**config.mk**
```make
export PLATFORM = sky130hd
export DESIGN_NAME = ifetch
export DESIGN_NICKNAME = d
export VERILOG_FILES = /design/src/rtl/ifetch.sv
export SDC_FILE = /design/constraint.sdc
export NUM_CORES = 1
export LEC_CHECK = 0
export BUFFER_PORTS_ARGS = -buffer_cell sky130_fd_sc_hd__buf_4
export CAP_MARGIN = 20
export CORE_MARGIN = 2
export CORE_UTILIZATION = 44
export DETAILED_ROUTE_END_ITERATION = 8
export HOLD_SLACK_MARGIN = 0.05
export PLACE_DENSITY_LB_ADDON = 0.2
export SYNTH_ARGS = -nofsm -noshare
export SYNTH_HDL_FRONTEND = slang
export SYNTH_SLANG_ARGS = --single-unit
```
**constraint.sdc**
```tcl
create_clock -name clock -period 1.55 [get_ports clock]
set_input_delay 0.31 -clock clock [delete_from_list [all_inputs] [get_ports clock]]
set_output_delay 0.31 -clock clock [all_outputs]
set_load 0.05 [all_outputs]
```
**src/rtl/ifetch.sv**
```systemverilog
// Instruction fetch stage: takes fetch addresses from the pc stage, issues
// single-outstanding requests to instruction memory and presents the returned
// word to decode with a valid/ready handshake. Flush discards in-flight and
// held instructions; a request still in flight after a flush is dropped when
// its data returns.
// Optional build macro IFETCH_MISALIGN_EN: an accepted pc with pc[1:0]!=0 is
// not sent to memory and is presented as a NOP flagged by inst_fault.
module ifetch #(
   parameter int              XLEN = 32,
   parameter logic [XLEN-1:0] NOP  = XLEN'(32'h0000_0013)
) (
   input  logic            clock,
   input  logic            reset,
   input  logic [XLEN-1:0] pc,
   input  logic            pc_valid,
   output logic            pc_ready,
   input  logic            flush,
   output logic            imem_req,
   output logic [XLEN-1:0] imem_addr,
   input  logic            imem_rvalid,
   input  logic [XLEN-1:0] imem_rdata,
   output logic [XLEN-1:0] inst,
   output logic [XLEN-1:0] inst_pc,
   output logic            inst_valid,
   input  logic            inst_ready,
   output logic            inst_fault
);

   localparam logic [1:0] S_IDLE  = 2'd0;
   localparam logic [1:0] S_WAIT  = 2'd1;
   localparam logic [1:0] S_VALID = 2'd2;
   localparam logic [1:0] S_DROP  = 2'd3;

   logic [1:0]      state_q, state_d;
   logic [XLEN-1:0] pend_q, pend_d;
   logic [XLEN-1:0] inst_q, inst_d;
   logic [XLEN-1:0] inst_pc_q, inst_pc_d;
   logic            accept;
   logic            misalign;

   // A new address is taken only when nothing is outstanding or the held
   // instruction leaves this cycle; this keeps one request in flight at most.
   assign accept = pc_valid & ~flush &
                   ((state_q == S_IDLE) | ((state_q == S_VALID) & inst_ready));

`ifdef IFETCH_MISALIGN_EN
   logic fault_q, fault_d;

   assign misalign = (pc[1:0] != 2'b00);

   // Fault marker lives exactly as long as the misaligned entry it tags.
   always_comb begin
      fault_d = (accept & misalign) |
                (fault_q & (state_q == S_VALID) & ~flush & ~inst_ready);
   end

   // Fault marker register.
   always_ff @(posedge clock or negedge reset) begin
      if (!reset) fault_q <= 1'b0;
      else        fault_q <= fault_d;
   end

   assign inst_fault = fault_q;
`else
   assign misalign   = 1'b0;
   assign inst_fault = 1'b0;
`endif

   assign pc_ready   = accept;
   assign imem_req   = accept & ~misalign;
   assign imem_addr  = pc;
   assign inst_valid = (state_q == S_VALID);
   // inst_q is reloaded with NOP on every path out of VALID, so it already
   // reads as NOP whenever inst_valid is low.
   assign inst       = inst_q;

   // Next-state and datapath decisions for the fetch FSM.
   always_comb begin
      // NOTE: every _d starts as its _q so paths that do not assign it hold state instead of inferring a latch.
      state_d   = state_q;
      pend_d    = pend_q;
      inst_d    = inst_q;
      inst_pc_d = inst_pc_q;
      case (state_q)
         S_IDLE, S_VALID: begin
            if (flush) begin
               state_d = S_IDLE;
               inst_d  = NOP;
            end else if (accept) begin
               inst_d = NOP;
               if (misalign) begin
                  state_d   = S_VALID;
                  inst_pc_d = pc;
               end else begin
                  state_d = S_WAIT;
                  pend_d  = pc;
               end
            end else if ((state_q == S_VALID) && inst_ready) begin
               state_d = S_IDLE;
               inst_d  = NOP;
            end
         end
         S_WAIT: begin
            if (imem_rvalid) begin
               if (flush) begin
                  state_d = S_IDLE;
               end else begin
                  state_d   = S_VALID;
                  inst_d    = imem_rdata;
                  inst_pc_d = pend_q;
               end
            end else if (flush) begin
               state_d = S_DROP;
            end
         end
         default: begin
            // DROP: the stale response retires the outstanding request even
            // when another flush arrives alongside it; a flush alone waits.
            if (imem_rvalid) state_d = S_IDLE;
         end
      endcase
   end

   // State and datapath registers.
   always_ff @(posedge clock or negedge reset) begin
      if (!reset) begin
         state_q   <= S_IDLE;
         pend_q    <= '0;
         inst_q    <= NOP;
         inst_pc_q <= '0;
      end else begin
         state_q   <= state_d;
         pend_q    <= pend_d;
         inst_q    <= inst_d;
         inst_pc_q <= inst_pc_d;
      end
   end

   assign inst_pc = inst_pc_q;

endmodule

```
# After elaboration in Yosys (flattened, before gate mapping)
# Index checks and enable logic that the tools add are counted.
[word_totals]
register_bits = 98
latchBits = 0
ram_bits = 0
mem_bits_ro = 0
input_bits = 70
out_inout_bits = 100
elab_cells = 38
mem_count = 0
[classes]
n_addsub = 0
n_mul = 0
n_div = 0
n_lt_le_gt_ge = 0
n_eq_ne = 6
shift = 0
n_mux = 14
bitwise = 5
reduce_logical = 9
[op_table]
columns = ["op", "n"]
rows = [
  ["two-way mux 32 bit", 5],
  ["case mux 32 bit (2 select lines)", 1],
  ["two-way mux 2 bit", 7],
  ["AND reduction 3 bit", 3],
  ["!= test 2 bit (second input constant)", 2],
  ["!= test 4 bit (second input constant)", 1],
  ["case mux 2 bit (2 select lines)", 1],
  ["AND reduction 4 bit", 1],
  ["bitwise AND 1 bit", 3],
  ["!= test 3 bit (second input constant)", 1],
  ["nonzero test 3 bit", 1],
  ["== test 2 x 1 -> 1 bit (second input constant)", 1],
  ["== test 2 bit (second input constant)", 1],
  ["logical NOT 2 bit", 1],
  ["nonzero test 2 bit", 1],
  ["OR reduction 2 bit", 1],
  ["logical AND 1 bit", 1],
  ["inverter 1 bit", 1],
  ["bitwise OR 1 bit", 1],
]

# Depth between registers and ports, before layout
# Gate-level depths: netlist (run 1).
[logic_depth]
depth_word = 7
depth_mapped = 6
depth_no_buf = 3

# Least setup slack after synthesis (run 1)
# Ideal clock, no wire load.
[synth_path]
kind = "register to output"
from = "register state_q[0]"
to = "output port pc_ready"
arrival_time_ns = 1.732
t_required_ns = 1.240
slack_ns = -0.492
stages_incl_launch_ff = 7
n_path_buf = 3
cell_sequence = "dfrtp_1 > nand2b_4 > a211o_1 > buf_6 > buf_12 > inv_1 > buf_4"
[synth_between]
elab_chain_cells = 4
word_cells_on_any_way = 5
cone_classes = "eq/ne: 1; bitwise: 3; reduce/logical: 1"
[synth_rtl]
columns = ["element", "line_no", "source"]
rows = [
  ["start, declared", "34", "logic [1:0] state_q, state_d;"],
  ["start signal, assigned", "132", "state_q <= state_d;"],
  ["== test 2 bit", "44", "((state_q == S_IDLE) | ((state_q == S_VALID) & inst_ready));"],
  ["bitwise AND 1 bit", "44", ""],
  ["bitwise OR 1 bit *", "44", ""],
  ["bitwise AND 1 bit *", "43", "assign accept = pc_valid & ~flush &"],
  ["end, declared", "16", "output logic pc_ready,"],
]
# Mark *: on every way between the ends. The rest lies on a longest branch, timed or not.

# Final worst setup path (run 1)
# Ends and elaborated chain as after synthesis.

==> results of run 1 <==
state kept, by name, indices dropped and copies added, names as in the netlist:
name	cells
inst	32
inst_pc	32
pend_q	32
state_q	2
timing repair:
action / in CTS / in global routing
hold buffers: 1 / 0
pin swaps: 1 / 2
hold endpoints to repair: 13 / 0
cloned: 0 / 2
buffers inserted: 3 / 5
endpoints found under the setup margin: 3 / 95
resized for setup: 10 / 4
cell families (layout without fill, tap and decap cells):
family	count (synthesis)	in the layout	share of synthesized area, %
other cells	1	1	0.0859
mux	96	96	26.4
simple gates	39	39	4.27
buf+inv	81	242	11.8
flops	98	98	56.3
compound gates	6	6	1.15
cell usage in the layout (no fill, tap or decap):
cell type	count
buf_4	177
dfrtp_1	95
mux2_2	38
inv_1	31
nand2_1	30
mux2_4	29
mux2i_1	28
clkbuf_8	11
buf_12	7
buf_6	5
nand2b_1	3
bufinv_16	3
dfstp_2	3
clkinv_2	2
clkbuf_16	2
buf_8	2
and2b_1	1
nand2b_4	1
a211o_4	1
clkinvlp_4	1
nor2b_2	1
a21oi_1	1
nand4bb_2	1
o221ai_4	1
mux2i_2	1
or2b_1	1
o31ai_1	1
or3b_2	1
o21ai_0	1
a22o_1	1
conb_1	1
dlygate4sd3_1	1
area by class of cell:
class / count / area (sq um)
clock buffer: 11 / 151
clock inverter: 5 / 100
fill: 797 / 3650
inverter: 32 / 124
multi-input combinational: 142 / 1430
sequential: 98 / 2460
tap: 133 / 166
timing repair buffer: 194 / 1620
final timing paths:
check,start,to,slack [ns],depth (start not counted)
setup reg to reg,state_q[0],inst[4],-0.07,7
hold reg to reg,pend_q[0],pend_q[0],0.51,1
hold / removal,pc[2],pend_q[2],0.18,2
setup / recovery,state_q[0],pc_ready,-0.20,4
max in group asynchronous,reset,inst[14],0.64,3
min in group asynchronous,reset,inst_pc[30],0.36,2
worst register-to-register path: stages, from the launching register on:
cell and delay, ns:
dfrtp_1 0.39, buf_4 0.14, buf_4 0.14, nand4bb_2 0.16, o221ai_4 0.15, buf_12 0.15
buf_4 0.14, mux2_4 0.29
report_power, final:
| group | switching [mW] | internal, mW | leakage (nW) | total, mW |
|---|---|---|---|---|
| clock | 0.865 | 1.15 | 0.129 | 2.02 |
| sequential | 0.429 | 3.34 | 1.21 | 3.76 |
| combinational | 2.96 | 1.82 | 1.78 | 4.78 |
| total | 4.25 | 6.32 | 3.12 | 10.6 |
per-stage QoR:
stage	instance area, sq um	hold slack [ns]
final	6040	0.183
after floorplan	4380	0.0144
after detailed placement	5600	0.217
after CTS	5930	0.161
after global routing	6040	0.164
after global placement	5600	0.218
metal layers:
metal  vias up  global-route usage [%]
met4         0                    8.11
met1      1339                    23.5
met2       109                    27.2
li1       1326                       -
met5         -                       0
met3        10                    4.15
==> out/metrics.yaml, run 1 <==
routing:
  wl_um: 9080
  wl_met3_um: 564
  vias_per_cell: 4.53
  wl_met1_um: 4200
  drtAntennaViolNets: 0
  wl_per_cell_um: 14.8
  drt_iter0_drc: 54
  drc: 0
  vias: 2784
  met2WireLength_um: 4160
  first_pass_iters: 4
  highest_layer: "met4"
synth:
  seq_area_frac_synth_pct: 56.3
  synthTopCellsByCount: "dfrtp_1 (95), mux2_2 (38), buf_4 (37)"
  synth.distinct_cells: 26
  yosys.area.top_type: "dfrtp_1"
  yosysWarningCount: 0
  synth_cells: 321
  async_reset_ff_share_pct: 100
  syn-mean-instance-area_sq_um: 13.6
  ys_seq_elements: 98
  netlist_top_cells_area: "dfrtp_1 (54%), mux2_4 (10%), mux2_2 (9.8%), mux2i_1 (6.7%), buf_4 (6.4%)"
  synthFlopType: "dfrtp_1"
  yosysMostFrequentCell: "dfrtp_1"
  synth_nets: 391
  syn_area_sq_um: 4360
  synth_top_area_share_pct: 54.5
  synth-edff-count: 0
global_routing:
  grt_pass1_vias: 2914
  grt_max_degree: 40
  antenna_found_initial: 0
  grt_util_all_layers_pct: 17.5
  gr-total-overflow: 0
  grt_pass1_wl_um: 14900
critical_path:
  critPathLaunchType: "register"
  arrival_ns: 1.44
  path_buf_inv: 2
  cp_top_family: "flip-flops"
  path_class: "reg -> out"
  end_kind: "output pin"
  crit_fanout: 2
  slowest_stage: "dfrtp_1"
  cpPeakStageDelay_ns: 0.39
  path_cells: "nand2b_4 -> a211o_4 -> clkinvlp_4 -> buf_8"
  worst_ep_required_time_ns: 1.24
sta:
  hold_violations: 0
  finalMaxSlewViolations: 0
  skew_ns: 0.00758
  rsz0062_at_grt: "yes"
  tns_ns: -1.21
  max_freq_mhz: 571
  post-route-min-period_ns: 1.75
  setup_viol: 37
  period_share_pct: 113
  setup_slack_ns: -0.202
worst_hold_path:
  hold_path.class: "in -> reg"
placed_design:
  gp_congestion: 0.716
  dp_cells: 589
  port-buffer-count: 168
  place_ws_ns: 0.0260
  place_hpwl_um: 6330
floorplan:
  top_level_ports: 170
  core_area_sq_um: 9680
  die_w_um: 104
  initial_core_util_pct: 45.1
  die_h_um: 104
  die_area_sq_um: 10700
  rows: 36
clock_network:
  tritoncts: "yes"
  clk_latency_ns: 0.36
  numCtsBuffers: 9
  root_buffer: "clkbuf_8"
  clock_path_buffers: 2
  htreeDepth: 3
  clkTransAtPathRegs_ns: 0.09
  cts.sinks: 98
power:
  leakage_nw: 3.12
  finalPower_mw: 10.6
  ir_worst_vdd_v: 0.000950
  p_per_area_nw_per_um2: 1750
cells_and_area:
  layoutNonFillerInstCount: 615
  fin_util_pct: 62.4
  area_growth_pct: 38.4
  final_nets: 547
  drive_gt1_share_pct: 59.5
  antenna_cells: 0
status:
  violations: "setup timing"
  outcome: "finished, violations left"
job:
  max_cap_violations: 0
(Power assumes the default switching activity.)
==> run 2: changes to the inputs <==
--- a/config.mk
+++ b/config.mk
@@ -5,7 +5,7 @@
 export SDC_FILE = /design/constraint.sdc
 export NUM_CORES = 1
 export LEC_CHECK = 0
-export BUFFER_PORTS_ARGS = -buffer_cell sky130_fd_sc_hd__buf_4
+export BUFFER_PORTS_ARGS = -buffer_cell sky130_fd_sc_hd__clkbuf_2
 export CAP_MARGIN = 20
 export CORE_MARGIN = 2
 export CORE_UTILIZATION = 44
==> run 2 against run 1 <==
  * The flow still finishes with violations (setup timing)
  * Register-to-register slack improved by 0.03 ns
  * Die area did not move
  * Critical path depth did not move
  * Final area fell by 5.7%
  * Combinational power fell by 7.7%
  * Worst setup slack got worse by 0.021 ns
  * Clock skew rose by 0.0026 ns
  * Total power fell by 4.5%
  * Non-clock buffer count fell by 2
  * Routed wire length fell by 0.67%
  * Highest routed layer unchanged
==> out/metrics.yaml, run 2 (synthesis results as in run 1) <==
cells_and_area:
  area_growth_pct: 30.5
  layoutNonFillerInstCount: 614  # -0.16%
  final_common_cell: "clkbuf_2"
  drive_gt1_share_pct: 59.5  # -0.084 points
  fill_cells: 803  # +0.75%
  fin_util_pct: 58.8  # -3.6 points
  final_nets: 546  # -0.18%
  fin_area_sq_um: 5690  # -5.7%
  antenna_cells: 0  # unchanged
  final_cell_mix: "clkbuf_2 (164), dfrtp_1 (94), mux2_2 (38), inv_1 (31), nand2_1 (30)"
job:
  max_cap_violations: 0  # unchanged
placed_design:
  placed_area_sq_um: 5160  # -8.0%
  port-buffer-count: 168  # unchanged
  place_hpwl_um: 5720  # -9.6%
  gp_congestion: 0.749  # +4.6%
  dp_cells: 585  # -0.68%
sta:
  setup_viol: 32  # -14%
  setup_slack_ns: -0.224  # -0.0214 ns
  max_slew_margin_pct: 64.4
  rsz0062_at_grt: "yes"
  post-route-min-period_ns: 1.77  # +0.0214 ns
  finalMaxSlewViolations: 0  # unchanged
  skew_ns: 0.0101  # +0.00256 ns
  tns_ns: -1.40  # -0.194 ns
  period_share_pct: 114  # +1.4 points
  whs_ns: 0.158  # -0.0247 ns
  max_freq_mhz: 564  # -1.2%
  hold_violations: 0  # unchanged
  worst-slew-pin-transition_ns: 0.533
power:
  p_comb_share_pct: 43.7  # -1.6 points
  p_sw_share_pct: 42.1  # +1.8 points
  leakage_nw: 3.01  # -3.5%
  seqPwrFrac_pct: 37.1  # +1.5 points
  internal_power_mw: 5.84  # -7.5%
  ir_worst_vdd_v: 0.000884  # -7.0%
  p_per_area_nw_per_um2: 1770  # +1.3%
  pwr-share-clk_pct: 19.2  # about the same
  switchingPower_mw: 4.25  # -0.13%
global_routing:
  grt_pass1_wl_um: 14300  # -4.1%
  grt_max_degree: 99  # +150%
  gr-total-overflow: 0  # unchanged
  grt_pass1_vias: 2757  # -5.4%
  grt_util_all_layers_pct: 16.9  # -0.66 points
  antenna_found_initial: 0  # unchanged
clock_network:
  cts.sinks: 98  # unchanged
  clock_path_buffers: 2  # unchanged
  clkTransAtPathRegs_ns: 0.09  # about the same
  htreeDepth: 3  # unchanged
  numCtsBuffers: 9  # unchanged
  tritoncts: "yes"
  clk_latency_ns: 0.36  # about the same
  root_buffer: "clkbuf_8"
critical_path:
  arrival_ns: 1.46  # +0.02 ns
  path_class: "reg -> out"
  reg2reg_depth: 5  # -2
  end_kind: "output pin"
  r2r_slack_ns: -0.04  # +0.03 ns
  critPathLaunchType: "register"
  worst_ep_required_time_ns: 1.24  # about the same
  r2r-end: "pend_q[28]"
  reg2reg_from: "state_q[0]"
  crit_fanout: 2  # unchanged
floorplan:
  die_h_um: 104  # unchanged
  core_area_sq_um: 9680  # unchanged
  die_area_sq_um: 10700  # unchanged
  initial_core_util_pct: 45.1  # unchanged
  die_w_um: 104  # unchanged
  rows: 36  # unchanged
  top_level_ports: 170  # unchanged
routing:
  drt_iter0_drc: 75  # +39%
  wl_met1_um: 4290  # +2.0%
  vias: 2791  # +0.25%
  met2WireLength_um: 4050  # -2.7%
  wl_met3_um: 559  # -0.89%
  drc: 0  # unchanged
  highest_layer: "met4"
  vias_per_cell: 4.55  # +0.41%
  wl_per_cell_um: 14.7  # -0.51%
  drtAntennaViolNets: 0  # unchanged
  wl_um: 9020  # -0.67%
  first_pass_iters: 4  # unchanged
worst_hold_path:
  hold_depth: 3  # +1
  hp-start: "imem_rdata[17]"
  hold_path.class: "in -> reg"
  hold_path_end: "inst[17]"
status:
  violations: "setup timing"
  outcome: "finished, violations left"
[run 2: cell types whose count changed in the layout (fill, tap and decap cells not counted), moves of 2 or more]
cell / delta
buf_4: -167
buf_6: -3
clkbuf_2: +164
clkbuf_16: +3
clkbuf_1: +2
clkbuf_8: -2
[run 2: worst max-delay path by stage]
| stage | slack [ns] | to | cells after the start | startpoint |
|---|---|---|---|---|
| 2_1_floorplan | -0.24 | pc_ready | 6 | state_q[0] |
| 3_3_place_gp | 0.05 | inst[18] | 5 | flush |
| 3_5_place_dp | -0.04 | inst[21] | 5 | flush |
| 4_1_cts | -0.22 | imem_req | 4 | state_q[0] |
| 5_1_grt | -0.28 | imem_req | 4 | state_q[0] |
| 6_report | -0.22 | pc_ready | 4 | state_q[0] |
[run 2: per-layer routing]
metal,up-vias,global-route usage [%]
met5,-,0
met4,0,6.56
met3,10,4.53
met2,115,24.5
met1,1339,24.2
li1,1327,-
[run 2: critical path, stage by stage (launching register included)]
cell	delay, ns
dfrtp_1	0.39
nand2b_4	0.15
a211o_4	0.28
clkinvlp_4	0.11
clkbuf_16	0.17
[run 2: metrics by stage]
step	power, mW	setup WS (ns)
6_report	10.1	-0.224
5_1_grt	10.6	-0.278
4_1_cts	10.1	-0.225
3_5_place_dp	8.03	-0.0387
3_3_place_gp	7.95	0.0502
2_1_floorplan	7.04	-0.237
[run 2: power by group through the flow]
| stage | registers, mW | clock network [mW] | logic [mW] |
|---|---|---|---|
| 2_1_floorplan | 5.66 | 0 | 1.38 |
| 3_3_place_gp | 3.75 | 0 | 4.20 |
| 3_5_place_dp | 3.79 | 0 | 4.24 |
| 4_1_cts | 3.75 | 2.00 | 4.32 |
| 5_1_grt | 3.84 | 2.12 | 4.61 |
| 6_report | 3.75 | 1.93 | 4.41 |
[run 2: timing repair]
item	in CTS	in global routing
setup buffers	3	5
setup endpoints to repair	11	64
hold buffers	1	0
pin swaps	0	2
gates resized for setup	14	10
endpoints found under the hold margin	95	0
cloned	1	4
[run 2: layout make-up]
type	count	area (sq um)	share of cell area, %
Sequential cell	98	2460	43.2
Multi-Input combinational cell	143	1470	25.8
Timing Repair Buffer	192	1250	21.9
Tap cell	133	166	2.92
Clock buffer	11	131	2.31
Inverter	32	124	2.18
Clock inverter	5	103	1.80
